File: src/rtl/regfile_wb_arbiter.sv
// Round-robin writeback arbiter for the register file write port, with a
// single commit stage and read forwarding. Optional: ZERO_REG_DISCARD_EN.
module regfile_wb_arbiter (
  input  logic        Clock,
  input  logic        Reset,
  input  logic        AValid,
  input  logic [4:0]  AAddr,
  input  logic [31:0] AData,
  output logic        AReady,
  input  logic        BValid,
  input  logic [4:0]  BAddr,
  input  logic [31:0] BData,
  output logic        BReady,
  output logic [4:0]  WriteAddr,
  output logic [31:0] WriteData,
  output logic        RegWrite,
  input  logic [4:0]  RdAddr1,
  input  logic [4:0]  RdAddr2,
  input  logic [31:0] RfData1,
  input  logic [31:0] RfData2,
  output logic [31:0] FwdData1,
  output logic [31:0] FwdData2,
  output logic        LastGrant
);

  logic        grantA;
  logic        grantB;
  logic        transfer;
  logic [4:0]  selAddr;
  logic [31:0] selData;
  logic        selWrite;
  logic [4:0]  cAddr;
  logic [31:0] cData;
  logic        cValid;
  logic        lastGrant;
  logic        commitLive;

  always_comb begin
    grantA = 1'b0;
    grantB = 1'b0;
    unique case ({AValid, BValid})
      2'b10: grantA = 1'b1;
      2'b01: grantB = 1'b1;
      2'b11: begin
        grantA = lastGrant;
        grantB = !lastGrant;
      end
      default: ;
    endcase
  end

  assign AReady   = grantA && !Reset;
  assign BReady   = grantB && !Reset;
  assign transfer = AReady || BReady;
  assign selAddr  = AReady ? AAddr : BAddr;
  assign selData  = AReady ? AData : BData;

`ifdef ZERO_REG_DISCARD_EN
  // x0 writes still handshake and rotate priority but never commit
  assign selWrite = transfer && (selAddr != 5'd0);
`else
  assign selWrite = transfer;
`endif

  always_ff @(posedge Clock) begin
    if (Reset) begin
      cValid    <= 1'b0;
      cAddr     <= 5'd0;
      cData     <= 32'd0;
      lastGrant <= 1'b1;
    end else begin
      cValid <= selWrite;
      if (transfer) begin
        cAddr     <= selAddr;
        cData     <= selData;
        lastGrant <= BReady;
      end
    end
  end

  // a commit caught by reset is dropped before it reaches the register file
  assign commitLive = cValid && !Reset;

  assign WriteAddr = cAddr;
  assign WriteData = cData;
  assign RegWrite  = commitLive;
  assign LastGrant = lastGrant;

  assign FwdData1 = (commitLive && cAddr == RdAddr1) ? cData : RfData1;
  assign FwdData2 = (commitLive && cAddr == RdAddr2) ? cData : RfData2;

endmodule
File: config.mk
export PLATFORM = sky130hd
export DESIGN_NAME = regfile_wb_arbiter
export DESIGN_NICKNAME = d
export VERILOG_FILES = /design/src/rtl/regfile_wb_arbiter.sv
export SDC_FILE = /design/constraint.sdc
export NUM_CORES = 1
export LEC_CHECK = 0
export BUFFER_PORTS_ARGS = -buffer_cell sky130_fd_sc_hd__buf_2
export CORE_UTILIZATION = 30
export CTS_BUF_LIST = sky130_fd_sc_hd__clkbuf_2
export CTS_CLUSTER_DIAMETER = 150
export DETAILED_ROUTE_END_ITERATION = 6
export GPL_ROUTABILITY_DRIVEN = 0
export GPL_TIMING_DRIVEN = 0
export PLACE_DENSITY_LB_ADDON = 0.05
export SYNTH_ARGS = -nofsm -noshare
export SYNTH_HDL_FRONTEND = slang
export SYNTH_SLANG_ARGS = --single-unit
File: constraint.sdc
create_clock -name Clock -period 1.65 [get_ports Clock]
set_input_delay 0.33 -clock Clock [delete_from_list [all_inputs] [get_ports Clock]]
set_output_delay 0.33 -clock Clock [all_outputs]
set_load 0.05 [all_outputs]
==> out/metrics.yaml, run 1 <==
cp_slowest_cell: "dfxtp_4"
async_reset_ff_share_pct: 0
numCtsBuffers: 5
r2r_start: "LastGrant$_SDFFE_PP1P_"
cts_tree: "built"
hold_viol_final: 0
yosysMostFrequentCell: "nand2_1"
drt_wl_total_um: 11400
cts.sinks: 39
multi_input_area_um2: 1986
clock_latency_ns: 0.40
grt_setup_unrepaired: "true"
tightestPinTransition_ns: 0.5082
max_stage_delay_ns: 0.42
critical_path_depth: 8
grt_pass1_vias: 3433
num_rows: 34
internal_power_mw: 1.746
path_cells: "buf_6 > xor2_4 > nor4_4 > nand3_2 > buf_12 > clkbuf_16 > mux2_4 > buf_8"
startpoint_type: "flip-flop"
crit_start: "WriteAddr[3]$_SDFFE_PP0P_"
layout_worst_path_cycle_share_pct: 157.0
cts_buffer_depth: 2
ys_top_cells_by_count: "75 x nand2_1, 60 x mux2_4, 39 x dfxtp_1, 39 x nor2_1, 37 x a311oi_1"
maxCapViolations: 0
synth-edff-count: 0
seq_area_um2: 800.8
fin_crit_ns: 2.590
wl_per_cell_um: 16.50
start_util_pct: 31.64
synth_nets: 455
slew_headroom_pct: 66.12
syn_area_um2: 2813
swShare_pct: 44.18
power_density_nw_per_um2: 604.1
grt_max_degree: 12
fin_nets: 734
yosysUniqueCellTypes: 21
synth_top_area_share_pct: 32.03
clkPwrFrac_pct: 13.7
ys_seq_area_share_pct: 27.76
overflow: 0
crit_type: "reg -> out"
status: "finished with violations"
crit_buf_inv: 4
vias_per_cell: 4.909
io_buffers: 256
synth_ff_type: "dfxtp_1"
n_fill_cell: 794
drc: 0
core_um2: 8891
yosys.area.top_type: "mux2_4"
finalSetupViolCount: 64
root_buffer: "clkbuf_2"
rr_endpoint: "WriteData[12]$_SDFFE_PP0P_"
grt_use_total_pct: 21.91
dr_total_vias: 3392
timing.clock.skew_ns: 0.01063
drtAntennaViolNets: 0
worstSetupEndpoint: "FwdData2[7]"
die_x_um: 98.83
max_freq_mhz: 386.1
num_io_pins: 257
synth-seq-cells: 39
pwr-share-seq_pct: 35.3
power.switching_mw: 1.382
ys_top_cells_by_area: "mux2_4 32%, dfxtp_1 28%, a311oi_1 12%"
dieArea_um2: 9766
crit_fanout: 7
syn_area_per_cell_um2: 9.283
hold_class: "in -> reg"
drive_above_1_share_pct: 64.67
num_antenna_cells: 0
comb_power_share_pct: 51.0
fp.dieH_um: 98.83
synthCells: 303
finalSetupTns_ns: -57.51
finalMaxSlewViolations: 0
rr_worst_depth: 6
violations: "negative setup slack"
grt_pass1_wl_um: 16770
drtIter0Drc: 63
holdWs_ns: 0.1262
crit_required_ns: 1.32
critPathTopFamily: "buffers and inverters"
ir_drop_mv: 0.2797
dr.pass1.iters: 4
hpwl_um: 8176
p_leak_nw: 2.810
clkTransAtPathRegs_ns: 0.20
arrival_ns: 2.26
fin_ws_ns: -0.9403
syn_to_final_growth_pct: 84.12
synth_warnings: 0
antenna_found_initial: 0
crit_path_end_kind: "primary output"
rrSetupSlack_ns: 0.13
htreeDepth: 2
-- registers in the layout (all words and copies together) (netlist names) --
register / flops
WriteAddr: 5
cValid: 1
WriteData: 32
LastGrant: 1
-- cell type report --
cell class | count | share of cell area (%)
plain buffers | 26 | 4.446
clock buffers | 6 | 0.5798
clock inverters | 2 | 0.1450
inverters | 3 | 0.2658
multi-input cells | 235 | 38.34
flip-flops and latches | 39 | 15.46
well taps | 108 | 2.609
repair buffers | 272 | 38.15
-- power groups by stage --
stage          Clock (mW)  Combinational, mW  Sequential [mW]
2_1_floorplan           0              0.727             1.36
3_3_place_gp            0               1.37             1.12
3_5_place_dp            0               1.38             1.12
4_1_cts             0.450               1.56             1.10
5_1_grt             0.488               1.68             1.12
6_report            0.430               1.60             1.10
-- placed cells by master (no fill, tap or decap), drive strengths merged, types with 2 or more instances in the layout --
cell / count
xor2: 8
a311oi: 37
nor2: 39
inv: 3
nand3: 2
dfxtp: 39
nor4: 2
buf: 285
xnor2: 2
nand2: 75
clkinv: 2
mux2: 64
clkbuf: 19
-- through the flow --
stage                     setup WS (ns)  utilization, %  area, um^2  power [mW]  cells
after floorplan                 -0.3112               -        2860       2.088    303
after global placement          -0.7100           48.10        4277       2.485    667
after detailed placement        -0.7390           48.10        4277       2.502    667
after CTS                       -0.9938           55.85        4966       3.110    687
after global routing             -1.040           58.25        5179       3.287    691
final                           -0.9403           58.25        5179       3.129    691
-- timing repair --
| item | in CTS | in global routing |
|---|---|---|
| gates cloned | 2 | 3 |
| endpoints found under the setup margin | 75 | 77 |
| pin swaps | 6 | 6 |
| endpoints found under the hold margin | 0 | 0 |
| hold buffers | 0 | 0 |
| buffers inserted | 10 | 1 |
| resized for setup | 157 | 31 |
-- per-layer routing --
metal | GRT usage (%) | vias to the layer above | wire, um
met5 | 0 | - | 0
met4 | 5.166 | 0 | 112
met3 | 4.326 | 9 | 805
met2 | 41.37 | 158 | 6040
met1 | 25.19 | 1598 | 4440
li1 | - | 1627 | -
-- kinds of logic after synthesis --
group / after synthesis / synth area share [%]
and+or+nand+nor: 121 / 17.53
muxes: 64 / 33.63
AOI/OAI and AO/OA: 40 / 12.14
DFF: 39 / 27.76
buffers and inverters: 29 / 5.828
xor gates and xnor gates: 10 / 3.114
-- worst min path at each step --
stage                                 from                      to  slack [ns]  cells past startpoint
finish                              AValid  LastGrant$_SDFFE_PP1P_        0.13                      2
global route                        AValid  LastGrant$_SDFFE_PP1P_        0.11                      2
CTS                                 AValid  LastGrant$_SDFFE_PP1P_        0.11                      2
detailed placement  LastGrant$_SDFFE_PP1P_  LastGrant$_SDFFE_PP1P_        0.50                      2
global placement    LastGrant$_SDFFE_PP1P_  LastGrant$_SDFFE_PP1P_        0.49                      2
floorplan                           AValid  LastGrant$_SDFFE_PP1P_        0.42                      1
No activity file was read; power rests on OpenSTA's default activity.
==> inputs of run 2 (changes only) <==
==> constraint.sdc (replaced) <==
create_clock -name Clock -period 2.55 [get_ports Clock]
set_input_delay 0.51 -clock Clock [delete_from_list [all_inputs] [get_ports Clock]]
set_output_delay 0.51 -clock Clock [all_outputs]
set_load 0.05 [all_outputs]
==> out/metrics.yaml, run 2 (synthesis gave the netlist of run 1 again) <==
antenna_found_initial: 0  # unchanged
clkTransAtPathRegs_ns: 0.21  # about the same
drtIter0Drc: 50  # -21%
p_leak_nw: 2.724  # -3.1%
dr.pass1.iters: 4  # unchanged
rr_endpoint: "WriteAddr[0]$_SDFFE_PP0P_"
hpwl_um: 8139  # -0.45%
num_rows: 34  # unchanged
instances_no_fill: 688  # -0.43%
fp.dieH_um: 98.83  # unchanged
numCtsBuffers: 5  # unchanged
grt_setup_unrepaired: "true"
dieArea_um2: 9766  # unchanged
grt_pass1_vias: 3234  # -5.8%
path_cells: "xor2_1 > nor4_2 > nand3_2 > buf_6 > buf_12 > mux2_4 > buf_6"
hold_class: "in -> reg"
crit_type: "reg -> out"
drtAntennaViolNets: 0  # unchanged
finalInstanceArea_um2: 4991  # -3.6%
power_density_nw_per_um2: 397.0  # -34%
power.switching_mw: 0.8731  # -37%
min_path_cells: 2  # unchanged
finalSetupViolCount: 64  # unchanged
critPathTopFamily: "simple AND/OR/NAND/NOR gates"
die_x_um: 98.83  # unchanged
crit_path_end_kind: "primary output"
max_freq_mhz: 368.3
hp-start: "AValid"
status: "finished with violations"
tightestPinTransition_ns: 0.5638  # +0.05557 ns
pwr-share-seq_pct: 36.0  # +0.7 points
violations: "negative setup slack"
cts_tree: "built"
r2r_start: "LastGrant$_SDFFE_PP1P_"
slew_headroom_pct: 62.42  # -3.7 points
largest_register_ffs: 32  # unchanged
fin_crit_ns: 2.715
crit_buf_inv: 3  # -1
clock_latency_ns: 0.40  # about the same
dr_total_vias: 3325  # -2.0%
drt_wl_total_um: 10990  # -3.6%
fin_nets: 731  # -0.41%
path_common_cell: "buf_6"
arrival_ns: 2.20  # -0.06 ns
post-place-ws_ns: -0.1305  # +0.6084 ns
ir_drop_mv: 0.2000  # -29%
num_io_pins: 257  # unchanged
io_buffers: 256  # unchanged
wl_per_cell_um: 15.97  # -3.2%
drc: 0  # unchanged
drive_above_1_share_pct: 62.93  # -1.7 points
htreeDepth: 2  # unchanged
numPlacedInstances: 667  # unchanged
cts_buffer_depth: 2  # unchanged
num_antenna_cells: 0  # unchanged
crit_fanout: 5  # -2
fin_ws_ns: -0.1649  # +0.7754 ns
root_buffer: "clkbuf_2"
start_util_pct: 31.64  # unchanged
core_um2: 8891  # unchanged
layout_worst_path_cycle_share_pct: 106.5
syn_to_final_growth_pct: 77.45
maxCapViolations: 0  # unchanged
final_cell_mix: "200 x buf_2, 75 x nand2_1, 60 x mux2_4, 59 x buf_6, 39 x nor2_1"
overflow: 0  # unchanged
rr_worst_depth: 6  # unchanged
timing.clock.skew_ns: 0.01582  # +0.005194 ns
grt_max_degree: 12  # unchanged
rrSetupSlack_ns: 0.79  # +0.66 ns
hold_end: "LastGrant$_SDFFE_PP1P_"
max_stage_delay_ns: 0.38  # -0.04 ns
finalMaxSlewViolations: 0  # unchanged
final_common_cell: "buf_2"
grt_use_total_pct: 21.43  # -0.48 points
grt_pass1_wl_um: 16380  # -2.3%
cts.sinks: 39  # unchanged
startpoint_type: "flip-flop"
clkPwrFrac_pct: 13.8  # about the same
dpl_cell_area_um2: 4229  # -1.1%
cp_slowest_cell: "dfxtp_2"
swShare_pct: 44.06  # -0.12 points
hold_viol_final: 0  # unchanged
comb_power_share_pct: 50.2  # -0.8 points
vias_per_cell: 4.833  # -1.5%
internal_power_mw: 1.108  # -37%
crit_required_ns: 2.04  # +0.72 ns
## run 2: worst max-delay path by stage
stage	start	end	slack [ns]	cells past startpoint
2_1_floorplan	WriteAddr[3]$_SDFFE_PP0P_	FwdData1[10]	0.14	5
3_3_place_gp	RdAddr1[3]	FwdData1[5]	-0.11	7
3_5_place_dp	RdAddr2[4]	FwdData2[7]	-0.13	7
4_1_cts	WriteAddr[1]$_SDFFE_PP0P_	FwdData2[7]	-0.19	7
5_1_grt	WriteAddr[1]$_SDFFE_PP0P_	FwdData2[7]	-0.26	7
6_report	WriteAddr[1]$_SDFFE_PP0P_	FwdData2[7]	-0.16	7
## run 2: repair_timing
item | CTS | global route
gates resized for setup | 158 | 10
setup buffers | 8 | 1
setup endpoints to repair | 64 | 64
cloned | 2 | 2
hold buffers | 0 | 0
pin swaps | 5 | 3
## run 2: per-layer routing
metal,track usage (%),part of all wire (%),up-vias
met5,0,0,-
met2,38.30,51,161
li1,-,-,1621
met3,4.823,7.2,8
met1,25.87,41,1535
met4,5.396,1.1,0
## run 2: worst register-to-register path, cell delays in order, from the launching register on
cell and delay, ns:
dfxtp_1 0.38, nand2b_1 0.14, nand2_1 0.07, buf_2 0.21, buf_1 0.47, nand2_1 0.10, a311oi_1 0.28
## run 2: final cells by class
class | instances | area, um^2
sequential | 39 | 793.3
clock inverter | 2 | 7.507
buffer | 26 | 205.2
clock buffer | 6 | 30.03
tap | 108 | 135.1
timing repair buffer | 269 | 1911
inverter | 3 | 11.26
fill | 871 | 3900
multi-input combinational | 235 | 1898
## run 2: power by group through the flow
stage,registers (mW),logic (mW),clock network [mW]
floorplan,0.879,0.467,0
global placement,0.724,0.881,0
detailed placement,0.727,0.888,0
CTS,0.715,0.987,0.284
global route,0.724,1.05,0.305
finish,0.714,0.994,0.274
## run 2: through the flow
step / TNS [ns] / power (mW) / hold WS [ns] / utilization, %
final: -8.627 / 1.982 / 0.3099 / 56.14
after global routing: -14.80 / 2.076 / 0.2816 / 56.14
after CTS: -9.809 / 1.986 / 0.2960 / 54.97
after detailed placement: -6.003 / 1.615 / 0.5214 / 47.57
after global placement: -5.034 / 1.605 / 0.5050 / 47.57
after floorplan: 0 / 1.346 / 0.6104 / -
==> inputs of run 3 (changes only) <==
--- a/config.mk
+++ b/config.mk
@@ -12,6 +12,7 @@
 export DETAILED_ROUTE_END_ITERATION = 6
 export GPL_ROUTABILITY_DRIVEN = 0
 export GPL_TIMING_DRIVEN = 0
+export MAX_ROUTING_LAYER = met4
 export PLACE_DENSITY_LB_ADDON = 0.05
 export SYNTH_ARGS = -nofsm -noshare
 export SYNTH_HDL_FRONTEND = slang
==> out/metrics.yaml, run 3 (synthesis gave the netlist of run 1 again) <==
finalSetupViolCount: 64  # unchanged
vias_per_cell: 4.830  # about the same
startpoint_type: "flip-flop"
dieArea_um2: 9766  # unchanged
num_io_pins: 257  # unchanged
rr_worst_depth: 6  # unchanged
power_density_nw_per_um2: 396.6  # about the same
numCtsBuffers: 5  # unchanged
drtAntennaViolNets: 0  # unchanged
rrSetupSlack_ns: 0.78  # about the same
root_buffer: "clkbuf_2"
hp-start: "AValid"
swShare_pct: 44.00  # -0.062 points
hpwl_um: 8139  # unchanged
grt_pass1_vias: 3238  # +0.12%
num_antenna_cells: 0  # unchanged
crit_fanout: 5  # unchanged
total_power_mw: 1.980  # about the same
clkTransAtPathRegs_ns: 0.21  # about the same
wl_per_cell_um: 16.00  # +0.20%
fp.dieH_um: 98.83  # unchanged
drc: 0  # unchanged
holdWs_ns: 0.3272  # +0.01725 ns
clkPwrFrac_pct: 13.7  # about the same
cts_buffer_depth: 2  # unchanged
fin_crit_ns: 2.697  # -0.01835 ns
hold_viol_final: 0  # unchanged
final_cell_mix: "200 x buf_2, 75 x nand2_1, 60 x mux2_4, 59 x buf_6, 39 x nor2_1"
cts.sinks: 39  # unchanged
htreeDepth: 2  # unchanged
crit_path_end_kind: "primary output"
drtIter0Drc: 52  # +4.0%
drt_wl_total_um: 11010  # +0.20%
arrival_ns: 2.19  # about the same
crit_type: "reg -> out"
cts_tree: "built"
hold_end: "LastGrant$_SDFFE_PP1P_"
n_fill_cell: 872  # +0.11%
slew_headroom_pct: 61.80  # -0.61 points
dr.pass1.iters: 4  # unchanged
die_x_um: 98.83  # unchanged
timing.clock.skew_ns: 0.01517  # -0.0006546 ns
ir_drop_mv: 0.2002  # +0.13%
overflow: 0  # unchanged
finalInstanceArea_um2: 4991  # unchanged
grt_setup_unrepaired: "true"
hold_class: "in -> reg"
violations: "negative setup slack"
dpl_cell_area_um2: 4229  # unchanged
largest_register_ffs: 32  # unchanged
fin_ws_ns: -0.1465  # +0.01835 ns
p_leak_nw: 2.724  # unchanged
finalSetupTns_ns: -7.632  # +0.9949 ns
syn_to_final_growth_pct: 77.45  # unchanged
pwr-share-seq_pct: 36.1  # about the same
post-place-ws_ns: -0.1305  # unchanged
power.switching_mw: 0.8710  # -0.24%
grt_use_total_pct: 22.08  # +0.65 points
grt_max_degree: 12  # unchanged
tightestPinTransition_ns: 0.5730  # +0.009198 ns
min_path_cells: 2  # unchanged
r2r_start: "LastGrant$_SDFFE_PP1P_"
num_rows: 34  # unchanged
final_common_cell: "buf_2"
start_util_pct: 31.64  # unchanged
drive_above_1_share_pct: 62.93  # unchanged
rr_endpoint: "WriteAddr[0]$_SDFFE_PP0P_"
clock_latency_ns: 0.38  # -0.02 ns
layout_worst_path_cycle_share_pct: 105.7  # -0.72 points
dr_total_vias: 3323  # -0.060%
status: "finished with violations"
maxCapViolations: 0  # unchanged
comb_power_share_pct: 50.2  # about the same
max_freq_mhz: 370.8  # +0.68%
fin_nets: 731  # unchanged
crit_required_ns: 2.04  # about the same
io_buffers: 256  # unchanged
grt_pass1_wl_um: 16380  # unchanged
internal_power_mw: 1.109  # about the same
antenna_found_initial: 0  # unchanged
core_um2: 8891  # unchanged
finalMaxSlewViolations: 0  # unchanged
[run 3: cell counts in the layout (fill, tap and decap cells not counted)]
No cell type changed its count.
[run 3: how the worst max path moves through the flow]
stage	start	endpoint	slack, ns	cells past startpoint
2_1_floorplan	WriteAddr[3]$_SDFFE_PP0P_	FwdData1[10]	0.14	5
3_3_place_gp	RdAddr1[3]	FwdData1[5]	-0.11	7
3_5_place_dp	RdAddr2[4]	FwdData2[7]	-0.13	7
4_1_cts	WriteAddr[1]$_SDFFE_PP0P_	FwdData2[7]	-0.19	7
5_1_grt	WriteAddr[1]$_SDFFE_PP0P_	FwdData2[7]	-0.26	7
6_report	WriteAddr[1]$_SDFFE_PP0P_	FwdData2[7]	-0.15	7
[run 3: power groups by stage]
stage | clock [mW] | sequential (mW) | combinational [mW]
floorplan | 0 | 0.879 | 0.467
global placement | 0 | 0.724 | 0.881
detailed placement | 0 | 0.727 | 0.888
CTS | 0.284 | 0.715 | 0.987
global route | 0.305 | 0.724 | 1.05
finish | 0.271 | 0.714 | 0.995
[run 3: cell type report]
class | instances | area, um^2 | share of cell area (%)
timing repair buffer | 269 | 1911 | 38.28
tap | 108 | 135.1 | 2.707
clock inverter | 2 | 7.507 | 0.1504
buffer | 26 | 205.2 | 4.111
clock buffer | 6 | 30.03 | 0.6017
sequential | 39 | 793.3 | 15.89
multi-input combinational | 235 | 1898 | 38.03
inverter | 3 | 11.26 | 0.2256
[run 3: timing repair]
item / in CTS / in global routing
hold buffers: 0 / 0
pin swaps: 5 / 3
resized for setup: 158 / 10
setup endpoints to repair: 64 / 64
buffers inserted: 8 / 1
endpoints found under the hold margin: 0 / 0
gates cloned: 2 / 2
[run 3: worst max-delay path: stages, from the launching register on]
cell,delay [ns]
dfxtp_2,0.38
xor2_1,0.15
nor4_2,0.34
nand3_2,0.16
buf_6,0.18
buf_12,0.14
mux2_4,0.30
buf_6,0.15
[run 3: per-layer routing]
layer / part of all wire, % / track usage [%] / up-vias
li1: - / - / 1621
met2: 51 / 38.35 / 164
met5: 0 / - / -
met3: 6.5 / 3.972 / 6
met4: 0.94 / 5.396 / 0
met1: 41 / 26.35 / 1532
[run 3: per-stage QoR]
stage | std cells | util (%)
after detailed placement | 667 | 47.57
after CTS | 685 | 54.97
after global routing | 688 | 56.14
after floorplan | 303 | -
final | 688 | 56.14
after global placement | 667 | 47.57
